===== config.mk =====
export PLATFORM = sky130hd
export DESIGN_NAME = logic_capture
export DESIGN_NICKNAME = d
export VERILOG_FILES = /design/src/rtl/logic_capture_pkg.sv /design/src/rtl/logic_capture_trig_match.sv /design/src/rtl/logic_capture.sv
export SDC_FILE = /design/constraint.sdc
export NUM_CORES = 1
export LEC_CHECK = 0
export CORE_AREA = 2 2 354 356
export CTS_BUF_LIST = sky130_fd_sc_hd__clkbuf_16
export DETAILED_ROUTE_END_ITERATION = 12
export DIE_AREA = 0 0 356 358
export GPL_TIMING_DRIVEN = 0
export PLACE_DENSITY_LB_ADDON = 0.15
export SLEW_MARGIN = 30
export SYNTH_ARGS = -nofsm -noshare
export SYNTH_HDL_FRONTEND = slang
export SYNTH_HIERARCHICAL = 1
export SYNTH_SLANG_ARGS = --single-unit

===== constraint.sdc =====
create_clock -name clk -period 7.5 [get_ports clk]
set_input_delay 1.125 -clock clk [delete_from_list [all_inputs] [get_ports clk]]
set_output_delay 1.125 -clock clk [all_outputs]
set_load 0.02 [all_outputs]

===== src/rtl/logic_capture_pkg.sv =====
// Shared types and constants for the logic_capture engine.
package logic_capture_pkg;

  typedef enum logic [1:0] {
    IDLE  = 2'd0,
    ARMED = 2'd1,
    TRIGD = 2'd2,
    DONE  = 2'd3
  } state_t;

  localparam int unsigned NUM_LEVELS = 8;
  localparam int unsigned LVL_W      = $clog2(NUM_LEVELS);

  typedef logic [LVL_W-1:0] lvl_t;

  // Per-bit trigger type encodings.
  localparam logic LEVEL = 1'b0;
  localparam logic EDGE  = 1'b1;

endpackage


===== src/rtl/logic_capture_trig_match.sv =====
// Single trigger level: every masked bit must meet its level or edge condition.
module trig_match
  import logic_capture_pkg::*;
#(
  parameter int unsigned size = 32
) (
  input  logic [size-1:0] mask,
  input  logic [size-1:0] trig_type,
  input  logic [size-1:0] level,
  input  logic [size-1:0] cur,
  input  logic [size-1:0] prev,
  output logic            match
);

  // AND of per-bit conditions; unmasked bits are don't-care.
  always_comb begin
    match = 1'b1;
    for (int unsigned i = 0; i < size; i++) begin
      if (mask[i]) begin
        if (trig_type[i] == LEVEL) begin
          if (cur[i] != level[i]) match = 1'b0;
        end else if (level[i]) begin
          if (!(!prev[i] && cur[i])) match = 1'b0;
        end else begin
          if (!(prev[i] && !cur[i])) match = 1'b0;
        end
      end
    end
  end

endmodule


===== src/rtl/logic_capture.sv =====
// Logic-analyzer capture engine: divided-rate sampling, 8-level sequential
// trigger, post-trigger count, AXI-Stream sample output.
module logic_capture
  import logic_capture_pkg::*;
#(
  parameter int unsigned size    = 32,
  parameter int unsigned max_div = 32,
  parameter int unsigned saddr_w = 24
) (
  input  logic                       clk,
  input  logic                       reset,
  input  logic [size-1:0]            dinput,
  input  logic [$clog2(max_div)-1:0] ckdiv,
  input  logic                       arm,
  input  logic                       abort,
  input  logic [size-1:0]            trig_level1_mask,
  input  logic [size-1:0]            trig_level1_type,
  input  logic [size-1:0]            trig_level1_level,
  input  logic [size-1:0]            trig_level2_mask,
  input  logic [size-1:0]            trig_level2_type,
  input  logic [size-1:0]            trig_level2_level,
  input  logic [size-1:0]            trig_level3_mask,
  input  logic [size-1:0]            trig_level3_type,
  input  logic [size-1:0]            trig_level3_level,
  input  logic [size-1:0]            trig_level4_mask,
  input  logic [size-1:0]            trig_level4_type,
  input  logic [size-1:0]            trig_level4_level,
  input  logic [size-1:0]            trig_level5_mask,
  input  logic [size-1:0]            trig_level5_type,
  input  logic [size-1:0]            trig_level5_level,
  input  logic [size-1:0]            trig_level6_mask,
  input  logic [size-1:0]            trig_level6_type,
  input  logic [size-1:0]            trig_level6_level,
  input  logic [size-1:0]            trig_level7_mask,
  input  logic [size-1:0]            trig_level7_type,
  input  logic [size-1:0]            trig_level7_level,
  input  logic [size-1:0]            trig_level8_mask,
  input  logic [size-1:0]            trig_level8_type,
  input  logic [size-1:0]            trig_level8_level,
  input  logic [saddr_w-1:0]         post_trigger_count,
  input  logic [saddr_w-1:0]         buffer_size,
  output logic [size-1:0]            tdata,
  output logic                       tvalid,
  input  logic                       tready,
  output logic                       srst,
  output logic                       overrun,
  output logic                       armed,
  output logic                       triggered,
  output logic                       done,
  output logic                       ready,
  output logic [saddr_w-1:0]         trigger_pos
);

  localparam int unsigned DIV_W = $clog2(max_div);

  state_t             state, state_next;
  logic [DIV_W-1:0]   div_cnt;
  logic [saddr_w-1:0] wr_idx;
  logic [saddr_w-1:0] post_cnt;
  lvl_t               lvl, lvl_next;
  logic [size-1:0]    prev_sample;
  logic               first_strobe;

  logic [size-1:0]       trig_mask [NUM_LEVELS];
  logic [size-1:0]       trig_type [NUM_LEVELS];
  logic [size-1:0]       trig_lvl  [NUM_LEVELS];
  logic [NUM_LEVELS-1:0] level_match;
  logic [size-1:0]       prev_eff;

  logic active, rearm, abort_now, post_full, running, strobe, capture;
  logic last_level, fire, advance;

  assign trig_mask[0] = trig_level1_mask;
  assign trig_mask[1] = trig_level2_mask;
  assign trig_mask[2] = trig_level3_mask;
  assign trig_mask[3] = trig_level4_mask;
  assign trig_mask[4] = trig_level5_mask;
  assign trig_mask[5] = trig_level6_mask;
  assign trig_mask[6] = trig_level7_mask;
  assign trig_mask[7] = trig_level8_mask;
  assign trig_type[0] = trig_level1_type;
  assign trig_type[1] = trig_level2_type;
  assign trig_type[2] = trig_level3_type;
  assign trig_type[3] = trig_level4_type;
  assign trig_type[4] = trig_level5_type;
  assign trig_type[5] = trig_level6_type;
  assign trig_type[6] = trig_level7_type;
  assign trig_type[7] = trig_level8_type;
  assign trig_lvl[0]  = trig_level1_level;
  assign trig_lvl[1]  = trig_level2_level;
  assign trig_lvl[2]  = trig_level3_level;
  assign trig_lvl[3]  = trig_level4_level;
  assign trig_lvl[4]  = trig_level5_level;
  assign trig_lvl[5]  = trig_level6_level;
  assign trig_lvl[6]  = trig_level7_level;
  assign trig_lvl[7]  = trig_level8_level;

  // The first strobe after arm compares against itself so no edge is seen.
  assign prev_eff = first_strobe ? dinput : prev_sample;

  for (genvar g = 0; g < NUM_LEVELS; g++) begin : g_match
    trig_match #(.size(size)) u_match (
      .mask      (trig_mask[g]),
      .trig_type (trig_type[g]),
      .level     (trig_lvl[g]),
      .cur       (dinput),
      .prev      (prev_eff),
      .match     (level_match[g])
    );
  end

  assign active    = (state == ARMED) || (state == TRIGD);
  assign rearm     = arm && ((state == IDLE) || (state == DONE));
  assign abort_now = abort && active;
  assign post_full = (post_cnt == post_trigger_count);
  // Once the post-trigger quota is met, strobing stops while the final
  // sample drains through the handshake.
  assign running   = (state == ARMED) || ((state == TRIGD) && !post_full);
  assign strobe    = running && !abort && (div_cnt == ckdiv);
  assign capture   = strobe && (!tvalid || tready);

  assign lvl_next   = lvl + 1'b1;
  assign last_level = (lvl == lvl_t'(NUM_LEVELS - 1)) || (trig_mask[lvl_next] == '0);
  assign fire       = capture && (state == ARMED) && level_match[lvl] && last_level;
  assign advance    = capture && (state == ARMED) && level_match[lvl] && !last_level;

  assign ready     = (state == IDLE) || (state == DONE);
  assign armed     = (state == ARMED);
  assign triggered = (state == TRIGD);
  assign done      = (state == DONE);

  // State register.
  always_ff @(posedge clk) begin
    if (reset) state <= IDLE;
    else       state <= state_next;
  end

  // Next-state logic; abort outranks arm and trigger.
  always_comb begin
    state_next = state;
    unique case (state)
      IDLE, DONE: if (arm) state_next = ARMED;
      ARMED: begin
        if (abort)     state_next = IDLE;
        else if (fire) state_next = TRIGD;
      end
      TRIGD: begin
        if (abort)                               state_next = IDLE;
        else if (post_full && (!tvalid || tready)) state_next = DONE;
      end
      default: state_next = IDLE;
    endcase
  end

  // Sample datapath: divider, capture, handshake, indices and trigger level.
  always_ff @(posedge clk) begin
    if (reset) begin
      div_cnt      <= '0;
      wr_idx       <= '0;
      post_cnt     <= '0;
      lvl          <= '0;
      prev_sample  <= '0;
      first_strobe <= 1'b1;
      tdata        <= '0;
      tvalid       <= 1'b0;
      srst         <= 1'b0;
      overrun      <= 1'b0;
      trigger_pos  <= '0;
    end else begin
      srst <= 1'b0;
      if (tvalid && tready) tvalid <= 1'b0;
      if (rearm) begin
        srst         <= 1'b1;
        overrun      <= 1'b0;
        trigger_pos  <= '0;
        wr_idx       <= '0;
        post_cnt     <= '0;
        lvl          <= '0;
        div_cnt      <= '0;
        first_strobe <= 1'b1;
      end else if (abort_now) begin
        tvalid  <= 1'b0;
        div_cnt <= '0;
      end else begin
        if (running) div_cnt <= strobe ? '0 : div_cnt + 1'b1;
        if (strobe) begin
          prev_sample  <= dinput;
          first_strobe <= 1'b0;
          if (tvalid && !tready) overrun <= 1'b1;
        end
        if (capture) begin
          tdata  <= dinput;
          tvalid <= 1'b1;
          wr_idx <= (wr_idx >= buffer_size - 1'b1) ? '0 : wr_idx + 1'b1;
          if (state == TRIGD) post_cnt <= post_cnt + 1'b1;
        end
        if (fire) begin
          trigger_pos <= wr_idx;
          post_cnt    <= '0;
        end else if (advance) begin
          lvl <= lvl_next;
        end
      end
    end
  end

endmodule


==> results.txt <==
The number of placement rows is 129. The run finished with clean final reports. The clock edge transition at the registers on the reported setup and hold paths came out at 70 ps. The switching power share of the total came out at 37.2%.

The final hold slack is 456 ps. The sequential share of the synthesized area is 18.6%. The maximum net fanout on the critical path is 19. The depth of the worst register-to-register path is 15. The total standard cell area after synthesis came out at 16,200 um^2. The distinct cell type count of the synthesized netlist came out at 67.

The post-route antenna net violation count came out at 0. The highest attainable clock frequency came out at 148 MHz. The core region is 123,000 um^2. The switching power came out at 1110 uW.

The die area came out at 127,000 um^2. The via count of the first global-routing pass is 21,463. The total chip power is 3000 uW. For this run, global-route usage on met2 was measured as 42.7%. The maximum clock insertion buffer count came out at 2. 921 I/O pins were placed.

Compared with the post-synthesis result, the final layout area differs by 75.3%. The number of sinks on the clock net is 150. Setup repair after global routing left no endpoint under its margin. The type of element launching the critical path is an input pin. The final weighted congestion of routability-driven global placement is 0.902.

The number of buffers inserted by port buffering is 919. The worst supply voltage drop on vdd is 0.124 mV. For this block, the initial DRC count from the detailed router was 1,549.

The total wire length after detailed routing came out at 163,000 um. After technology mapping, the gate count stands at 2,260. The met1 demand-to-capacity share in global routing is 28.7%. The clock network accounts for 29.5% of the total power.

The total of endpoints with negative setup slack in the final report came out at 0. The internal portion of the total power is 1880 uW. The detailed-route DRC error count is 0. The post-route setup TNS came out at 0 ps. The time the worst path needs with I/O delays and setup is 6780 ps.

By area the synthesized netlist is led by dfxtp_1, nor2_1, nand2b_1, a221oi_1, nand2_1. The net count of the finished layout is 4,109. Detailed placement ended at an HPWL of 142,000 um. The worst setup slack after layout came out at 721 ps. The total global routing overflow is 0.

The instance count along the most critical hold path is 2. The post-detailed-placement cell area came out at 27,600 um^2. For this run, the detailed router's first-pass iteration total came to 5. In the routed layout, each cell is associated on average with a via count of 4.59. The share of the clock period used by the worst path after layout came out at 90.4%. Synthesis inferred 150 register bits. CTS built an H-tree with a depth of 4. The power density normalized to cell area is 106 nW/um^2. After global routing, the most crowded layer is met2. In this run the vertical extent of the chip is 358 um. The standby leakage power is 0.00959 uW. The insertion delay to the later sink of the worst-skew pair came out at 450 ps. The average routed wire per standard cell came out at 33.2 um.

The wire length of the first global-routing pass came out at 207,000 um. The reg-to-reg setup timing slack is 1070 ps. The total vias in the final route is 22,550. The final count of hold timing violations came out at 0. The effective utilization at floorplan came out at 13.1%. The maximum number of pins on one net before global-route repair is 20. TritonCTS built the clock tree. The total CTS buffers is 17.

The number of gates resized after CTS was 0. In this run the post-CTS setup repair buffer count came out at 0. The critical path is of the in -> reg type. The post-placement worst setup slack is 133 ps. The max-slew violation count came out at 0. In the synthesized netlist the dominant register cell turns out to be dfxtp_1.

Summed over all instances, the cell type with the most area after synthesis is dfxtp_1. Buffers inserted to repair hold after CTS numbered 0. The fraction of layout cells with a size suffix above 1 came out at 6.56%. The die boundary width came out at 356 um. The tree is rooted in a clkbuf_16.

The number of synthesized flops with an enable pin is 0. The met3 usage came out at 5.53%. The total global routing track utilization is 24.5%. The worst slew margin relative to its limit is 24.4%. Registers are responsible for 26.9% of the overall power. The worst-margin pin slew came out at 1120 ps.

The combinational fraction of design power came out at 43.6%. The yosys synthesis warning count is 6. The kind of path behind the tightest hold check is reg -> reg. The per-instance average area after synthesis is 7.15 um^2.

When the netlist entered floorplanning its net count stood at 3,151. The arrival time at the worst endpoint is 7160 ps. The kind of end point of the critical path is a register. The portion of synthesized cell area occupied by the leading cell type is 18.6%. The critical path data required time is 7880 ps.

The number of antenna violations at the first check in global routing is 67. The final clock skew came out at 13.0 ps. The max capacitance violation total came out at 0.

The fraction of registers with async set or reset after synthesis came out at 0%. The design area is 28,300 um^2.
placed cells by master, fill, tap and decap left out, types with 42 or more instances in the layout:
master and count:
clkdlybuf4s50_1 888, nor2_1 277, nand2_1 225, nand2b_1 158, inv_1 154, dfxtp_1 150, nand3_1 144, a21boi_0 112
a221oi_1 102, nor2b_1 70, nand4_1 66, a21oi_1 65, nor4_1 64, a22oi_1 57, buf_2 55, o311ai_0 55
xnor2_1 53, diode_2 48, o21ai_0 45, nor3_1 42
final timing paths:
check	start	end
min	tdata[14]$_SDFFE_PP0P_	tdata[14]$_SDFFE_PP0P_
max reg2reg	first_strobe$_SDFFE_PP1P_	trigger_pos[7]$_SDFFE_PP0P_
max	dinput[4]	trigger_pos[7]$_SDFFE_PP0P_
min reg2reg	tdata[14]$_SDFFE_PP0P_	tdata[14]$_SDFFE_PP0P_
final cells by class:
| cell class | instances | area, um^2 |
|---|---|---|
| diodes | 48 | 120 |
| plain buffers | 51 | 238 |
| clock buffers | 17 | 425 |
| clock inverters | 14 | 141 |
| fillers | 13785 | 95000 |
| inverters | 154 | 578 |
| multi-input cells | 1905 | 12400 |
| flip-flops and latches | 150 | 3000 |
| well taps | 1637 | 2050 |
| repair buffers | 939 | 9320 |
synth_stat cells (all sizes together), types with 10 or more instances:
cell       n
nor2     279
nand2    226
a21boi   160
nand2b   158
inv      154
dfxtp    150
nand3    144
a221oi   104
nor4      78
nor2b     70
nand4     67
a21oi     66
o311ai    65
a22oi     58
xnor2     53
nor3      46
o21ai     46
mux2i     38
mux2      34
ha        33
a32oi     32
xor2      32
clkbuf    29
a2111oi   26
buf       22
o2111ai   10
o41ai     10
sequential cells by signal, indices dropped and copies added, names as in the netlist:
name	flops
tdata	32
div_cnt	5
srst	1
lvl	3
tvalid	1
trigger_pos	24
wr_idx	24
state	2
prev_sample	32
first_strobe	1
overrun	1
post_cnt	24
metrics by stage:
| step | std cells | utilization, % |
|---|---|---|
| global route | 4891 | 22.9 |
| global placement | 4816 | 22.2 |
| CTS | 4867 | 22.9 |
| floorplan | 2260 | - |
| finish | 4915 | 23.0 |
| detailed placement | 4836 | 22.4 |
critical path: stages:
cell and delay (ps):
clkdlybuf4s50_1 910, mux2_2 710, a21boi_1 200, a22oi_1 260, a2111oi_1 800, nand4_1 500, nor4_2 510, mux4_2 330
mux2i_1 240, nor4_4 480, buf_4 300, clkbuf_1 430, nand3_1 170, a21oi_1 140
layer usage:
| layer | wire [um] | vias up |
|---|---|---|
| met5 | 208 | - |
| met4 | 6950 | 32 |
| met3 | 11800 | 193 |
| met2 | 79800 | 976 |
| met1 | 64600 | 10881 |
| li1 | - | 10468 |
power groups by stage:
stage               Clock [uW]  Sequential, uW  Combinational [uW]
floorplan                    0             826                 373
global placement             0             826                1290
detailed placement           0             826                1310
global route               946             808                1390
CTS                        920             807                1320
finish                     885             808                1310
logic make-up (layout without fill, tap and decap cells):
kind of cell    count (synthesis)  after routing  synth area share [%]
simple gates                 1110           1110                  34.8
compound gates                603            603                  29.4
buf+inv                       205           1175                  5.04
flops                         150            150                  18.6
xor+xnor                       85             85                  4.61
mux                            74             74                  5.00
fa+ha+maj                      33             33                  2.56
other cells                     0             48                     0
Power figures use the tool's default switching activity.
